**src/rtl/legv8_pkg.sv**
```systemverilog
// Shared LEGv8 decode definitions: opcode patterns, ALU op classes, control bundle.
package legv8_pkg;

  localparam logic [4:0] XZR_IDX = 5'd31;

  // Opcode value/mask pairs; mask bits at 0 are don't-care.
  localparam logic [10:0] OP_ADDS   = 11'b10101011000;
  localparam logic [10:0] OP_SUBS   = 11'b11101011000;
  localparam logic [10:0] OP_ADDI   = 11'b10010001000;
  localparam logic [10:0] OP_LDUR   = 11'b11111000010;
  localparam logic [10:0] OP_STUR   = 11'b11111000000;
  localparam logic [10:0] OP_CBZ    = 11'b10110100000;
  localparam logic [10:0] OP_BCOND  = 11'b01010100000;
  localparam logic [10:0] OP_B      = 11'b00010100000;

  localparam logic [10:0] MASK_FULL = 11'b11111111111;
  localparam logic [10:0] MASK_ADDI = 11'b11111111110;
  localparam logic [10:0] MASK_CB   = 11'b11111111000;
  localparam logic [10:0] MASK_B    = 11'b11111100000;

  typedef enum logic [1:0] {
    ALU_ADD   = 2'b00,
    ALU_PASSB = 2'b01,
    ALU_RTYPE = 2'b10
  } alu_op_e;

  typedef struct packed {
    alu_op_e alu_op;
    logic    reg_write;
    logic    mem_read;
    logic    mem_write;
    logic    mem_to_reg;
    logic    alu_src;
    logic    branch;
    logic    uncond_branch;
  } ctrl_t;

  function automatic logic op_match(input logic [10:0] op, input logic [10:0] val,
                                    input logic [10:0] mask);
    return (op & mask) == (val & mask);
  endfunction

endpackage

```
**src/rtl/main_decoder.sv**
```systemverilog
// Combinational LEGv8 main decoder: opcode -> control bundle and register fields.
module main_decoder
  import legv8_pkg::*;
(
  input  logic [31:0] instr,
  output ctrl_t       ctrl,
  output logic [4:0]  rd,
  output logic [4:0]  rn,
  output logic [4:0]  rm,
  output logic        uses_rm,
  output logic        illegal
);

  logic [10:0] op;
  logic        unused_imm;

  assign op         = instr[31:21];
  assign rd         = instr[4:0];
  assign rn         = instr[9:5];
  assign unused_imm = ^instr[15:10];

  // Decode the opcode into controls, second-source selection and legality.
  always_comb begin
    ctrl    = '0;
    rm      = instr[20:16];
    uses_rm = 1'b0;
    illegal = 1'b0;
    if (op_match(op, OP_ADDS, MASK_FULL) || op_match(op, OP_SUBS, MASK_FULL)) begin
      ctrl.alu_op    = ALU_RTYPE;
      ctrl.reg_write = 1'b1;
      uses_rm        = 1'b1;
    end else if (op_match(op, OP_ADDI, MASK_ADDI)) begin
      ctrl.alu_op    = ALU_RTYPE;
      ctrl.reg_write = 1'b1;
      ctrl.alu_src   = 1'b1;
    end else if (op_match(op, OP_LDUR, MASK_FULL)) begin
      ctrl.alu_op     = ALU_ADD;
      ctrl.alu_src    = 1'b1;
      ctrl.mem_read   = 1'b1;
      ctrl.mem_to_reg = 1'b1;
      ctrl.reg_write  = 1'b1;
    end else if (op_match(op, OP_STUR, MASK_FULL)) begin
      ctrl.alu_op    = ALU_ADD;
      ctrl.alu_src   = 1'b1;
      ctrl.mem_write = 1'b1;
      rm             = instr[4:0];
      uses_rm        = 1'b1;
    end else if (op_match(op, OP_CBZ, MASK_CB)) begin
      ctrl.alu_op = ALU_PASSB;
      ctrl.branch = 1'b1;
      rm          = instr[4:0];
      uses_rm     = 1'b1;
    end else if (op_match(op, OP_BCOND, MASK_CB)) begin
      ctrl.alu_op = ALU_PASSB;
      ctrl.branch = 1'b1;
    end else if (op_match(op, OP_B, MASK_B)) begin
      ctrl.alu_op        = ALU_ADD;
      ctrl.uncond_branch = 1'b1;
    end else begin
      illegal = 1'b1;
    end
  end

endmodule

```
**src/rtl/id_ex_control_stage.sv**
```systemverilog
// ID stage control: decode, load-use hazard detection and the ID/EX control register.
module id_ex_control_stage
  import legv8_pkg::*;
#(
  parameter int unsigned HAZARD_EN = 1,
  parameter logic [4:0]  XZR_IDX   = 5'd31
) (
  input  logic        clk,
  input  logic        reset,
  input  logic [31:0] instr_in,
  input  logic        instr_valid,
  input  logic        flush,
  input  logic        ex_stall,
  output logic        hazard_stall,
  output logic        ex_valid,
  output logic [1:0]  ex_alu_op,
  output logic [10:0] ex_opcode,
  output logic        ex_reg_write,
  output logic        ex_mem_read,
  output logic        ex_mem_write,
  output logic        ex_mem_to_reg,
  output logic        ex_alu_src,
  output logic        ex_branch,
  output logic        ex_uncond_branch,
  output logic        ex_illegal,
  output logic [4:0]  ex_rd,
  output logic [4:0]  ex_rn,
  output logic [4:0]  ex_rm
);

  ctrl_t      dec_ctrl;
  ctrl_t      ex_ctrl;
  logic [4:0] dec_rd;
  logic [4:0] dec_rn;
  logic [4:0] dec_rm;
  logic       dec_uses_rm;
  logic       dec_illegal;

  main_decoder u_dec (
    .instr   (instr_in),
    .ctrl    (dec_ctrl),
    .rd      (dec_rd),
    .rn      (dec_rn),
    .rm      (dec_rm),
    .uses_rm (dec_uses_rm),
    .illegal (dec_illegal)
  );

  assign ex_alu_op        = ex_ctrl.alu_op;
  assign ex_reg_write     = ex_ctrl.reg_write;
  assign ex_mem_read      = ex_ctrl.mem_read;
  assign ex_mem_write     = ex_ctrl.mem_write;
  assign ex_mem_to_reg    = ex_ctrl.mem_to_reg;
  assign ex_alu_src       = ex_ctrl.alu_src;
  assign ex_branch        = ex_ctrl.branch;
  assign ex_uncond_branch = ex_ctrl.uncond_branch;

  // Load-use check against the load sitting in ID/EX; suppressed while EX is
  // stalled or flushed since those already override the register update.
  always_comb begin
    hazard_stall = 1'b0;
    if (HAZARD_EN != 0 && !reset && instr_valid && ex_valid && ex_ctrl.mem_read &&
        !ex_stall && !flush && ex_rd != XZR_IDX &&
        (ex_rd == dec_rn || (dec_uses_rm && ex_rd == dec_rm)))
      hazard_stall = 1'b1;
  end

  // ID/EX register: flush > stall-hold > bubble > normal load.
  always_ff @(posedge clk or posedge reset) begin
    if (reset) begin
      ex_valid   <= 1'b0;
      ex_ctrl    <= '0;
      ex_illegal <= 1'b0;
      ex_opcode  <= '0;
      ex_rd      <= '0;
      ex_rn      <= '0;
      ex_rm      <= '0;
    end else if (flush || (!ex_stall && hazard_stall)) begin
      ex_valid   <= 1'b0;
      ex_ctrl    <= '0;
      ex_illegal <= 1'b0;
    end else if (!ex_stall) begin
      ex_valid   <= instr_valid;
      ex_ctrl    <= instr_valid ? dec_ctrl : '0;
      ex_illegal <= instr_valid & dec_illegal;
      ex_opcode  <= instr_in[31:21];
      ex_rd      <= dec_rd;
      ex_rn      <= dec_rn;
      ex_rm      <= dec_rm;
    end
  end

endmodule
```
**config.mk**
```make
export PLATFORM = sky130hd
export DESIGN_NAME = id_ex_control_stage
export DESIGN_NICKNAME = d
export VERILOG_FILES = /design/src/rtl/legv8_pkg.sv /design/src/rtl/main_decoder.sv /design/src/rtl/id_ex_control_stage.sv
export SDC_FILE = /design/constraint.sdc
export NUM_CORES = 1
export LEC_CHECK = 0
export CAP_MARGIN = 10
export CORE_MARGIN = 10
export CORE_UTILIZATION = 49
export DETAILED_ROUTE_END_ITERATION = 6
export HOLD_SLACK_MARGIN = 0.12
export PLACE_DENSITY = 0.88
export RECOVER_POWER = 50
export SLEW_MARGIN = 10
export SYNTH_ARGS = -nofsm -noshare
export SYNTH_HDL_FRONTEND = slang
export SYNTH_SLANG_ARGS = --single-unit
```
**constraint.sdc**
```tcl
create_clock -name clk -period 7.4 [get_ports clk]
set_input_delay 1.48 -clock clk [delete_from_list [all_inputs] [get_ports clk]]
set_output_delay 1.48 -clock clk [all_outputs]
set_load 0.02 [all_outputs]
```
==> summary.txt, run 1 <==
area grow syn2layout = 38.7%
most common cell in the synthesized netlist = dfrtp_1
Post-synth top cells = 35 x dfrtp_1, 16 x mux2_4, 16 x nand2_1, 10 x inv_1, 10 x nor2b_1
CTS buffer count = 5
n_diodes = 0
WL/cell = 18.2 um
Post-CTS Hold Buffers = 0
CTS root buf = clkbuf_8
setup_tns = 0 ns
Async SR Flop Fraction = 100%
Worst Setup Path Type = input port to primary output
CORE AREA = 4290 um2
Initial Util = 50.2%
outcome = finished, violations left
synthesized flop and latch total = 35
Post-Syn Instances = 196
max_cap viols = 1
Setup crit end kind = primary output
Global Route Usage Sum = 15.6%
predominant post-synthesis flop cell = dfrtp_1
Slew HR = -30.4%
mean number of vias per cell = 5.77
Mapped Nets = 233
Worst Path Max Fanout = 36
Max VDD drop = 100 uV
P_leak = 1.27 nW
nets = 300
Final Cell Area = 2990 um2
worst path required time = 5.92 ns
Reg2Reg Setup Slack = 4.78 ns
clock tree from TritonCTS = built
initial DRC count = 123
number of H-tree levels = 2
mapped cell area = 2150 um2
Final min period = 6.45 ns
Max clock buf depth = 2
largest net degree at the start of global routing = 37
worst slew pin tran = 1.96 ns
number of flops mapped to enable cells by yosys = 0
Antenna Violating Nets Remaining = 0
Slew Limit Fails = 37
period utilisation layout = 87.2%
Congestion Overflow GR = 0
num rows = 24
CTS sink cnt = 35
area leader, netlist = dfrtp_1
die area = 7450 um2
fmax = 155 MHz
final clock skew = 0.00878 ns
DR pass1 iterations = 4
initial antenna violation count = 0
Post-Route WL = 5.74 mm
mean cell area of the mapped netlist = 11.0 um2
placed cell areas = 2860 um2
HP Class = register to register
top cells by area, synth = dfrtp_1 41%, mux2_4 11%, mux2_2 4.2%
I/O pin count = 75
DR vias = 1,824
DR DRC count = 0
routability cong. = 0.849
RSZ-0062 raised after global routing = false
register area share after synthesis = 40.7%
vias in the first global route = 1,881
port buffer count = 68
Syn. warnings = 0
Final Setup Violations = 0
DP HPWL = 4.36 mm
die width = 86.3 um
clock-pin slew on the worst setup and hold paths = 0.07 ns
final worst slack = 0.947 ns
Final Total Pwr = 0.639 mW
WP data arrival = 4.97 ns
Min Hold Slack = 0.476 ns
Hold Violations, Final = 0
Yosys top cell area share = 40.7%
layout cell share with drive strength beyond 1 = 18.9%
Setup WS pre-CTS = 1.21 ns
Yosys cell types = 56
clk_lat worst skew = 0.29 ns
Startpoint Class = input port
failing checks = max-capacitance violations, max-slew violations
post-CTS setup buffers = 0
Resized Gates After CTS = 0
power per standard cell area = 214 nW/um2
first-pass GRT wire length = 9.52 mm
Die Y = 86.3 um
-- critical path, cell delays in order --
cell and delay (ns):
dlygate4sd3_1 0.53, inv_1 0.05, clkbuf_1 1.39, and4_1 0.42, o21ai_0 0.24, a21oi_1 0.21
clkdlybuf4s50_1 0.63
-- kinds of logic (layout without fill, tap and decap cells) --
logic type      Yosys count  count (layout)  synth area share [%]
simple gates             67              67                  19.2
compound gates           42              42                  16.8
flops                    35              35                  40.7
mux                      27              27                  16.7
buf+inv                  20              88                  4.53
xor+xnor                  5               5                  2.03
-- routing by layer --
layer	wire length, um	global-route usage, %	up-vias
li1	-	-	860
met1	2370	19.0	902
met2	2840	24.9	54
met3	419	5.25	8
met4	104	6.33	0
met5	0	0	-
-- per-stage QoR --
stage | cells | util, %
global route | 316 | 69.6
global placement | 308 | 66.5
floorplan | 196 | -
detailed placement | 308 | 66.5
CTS | 316 | 69.7
finish | 316 | 69.6
-- power by group --
part	internal, mW	leakage [nW]	switching (mW)	total (mW)
sequential	0.216	0.426	0.0217	0.238
combinational	0.100	0.783	0.0934	0.193
clock	0.134	0.0644	0.0733	0.208
total	0.451	1.27	0.188	0.639
-- flip-flops by register name (all words and copies together), names as in the netlist --
name              flops
ex_valid              1
ex_rd                 5
ex_alu_op             2
ex_mem_read           1
ex_illegal            1
ex_opcode            11
ex_rm                 5
ex_uncond_branch      1
ex_alu_src            1
ex_rn                 5
ex_mem_write          1
ex_reg_write          1
-- layout make-up --
class | instances | area [um2]
clock buffers | 5 | 68.8
inverters | 10 | 37.5
clock inverters | 3 | 67.6
flip-flops and latches | 35 | 876
fillers | 327 | 1310
well taps | 52 | 65.1
repair buffers | 70 | 692
multi-input cells | 141 | 1180
-- path summary, 6_finish.rpt --
kind,from,end,depth (start not counted)
setup / recovery,reset,hazard_stall,7
hold / removal,ex_reg_write,ex_reg_write,2
setup reg to reg,ex_rd[1],ex_rn[1],6
hold reg to reg,ex_reg_write,ex_reg_write,2
max in group asynchronous,reset,ex_opcode[1],3
min in group asynchronous,reset,ex_rn[0],3
-- placed cells by master (no fill, tap or decap), drive strengths merged, types with 2 or more instances in the layout --
cell type	synthesis	layout
clkbuf	5	6
xnor2	2	2
o221ai	2	2
a221o	4	4
inv	10	10
mux2i	3	3
nor2b	10	10
or4b	2	2
xor2	3	3
and3	2	2
nor3	6	6
o21ai	6	6
or3	2	2
or2	3	3
nand3	5	5
nor2	3	3
nor4	2	2
a22oi	2	2
o22ai	5	5
nand2	16	16
clkdlybuf4s50	0	48
a22o	2	2
and2	5	5
o211ai	5	5
bufinv	0	2
nand2b	2	2
dfrtp	35	35
mux2	24	24
a21oi	6	6
or3b	3	3
dlygate4sd3	0	20
(Power assumes the default switching activity.)
==> run 2: changes to the inputs <==
--- a/config.mk
+++ b/config.mk
@@ -9,6 +9,7 @@
 export CORE_MARGIN = 10
 export CORE_UTILIZATION = 49
 export DETAILED_ROUTE_END_ITERATION = 6
+export GPL_ROUTABILITY_DRIVEN = 0
 export HOLD_SLACK_MARGIN = 0.12
 export PLACE_DENSITY = 0.88
 export RECOVER_POWER = 50
==> results of run 2 <==
Same layout as run 1: the final DEF is identical, and so are final timing and power.
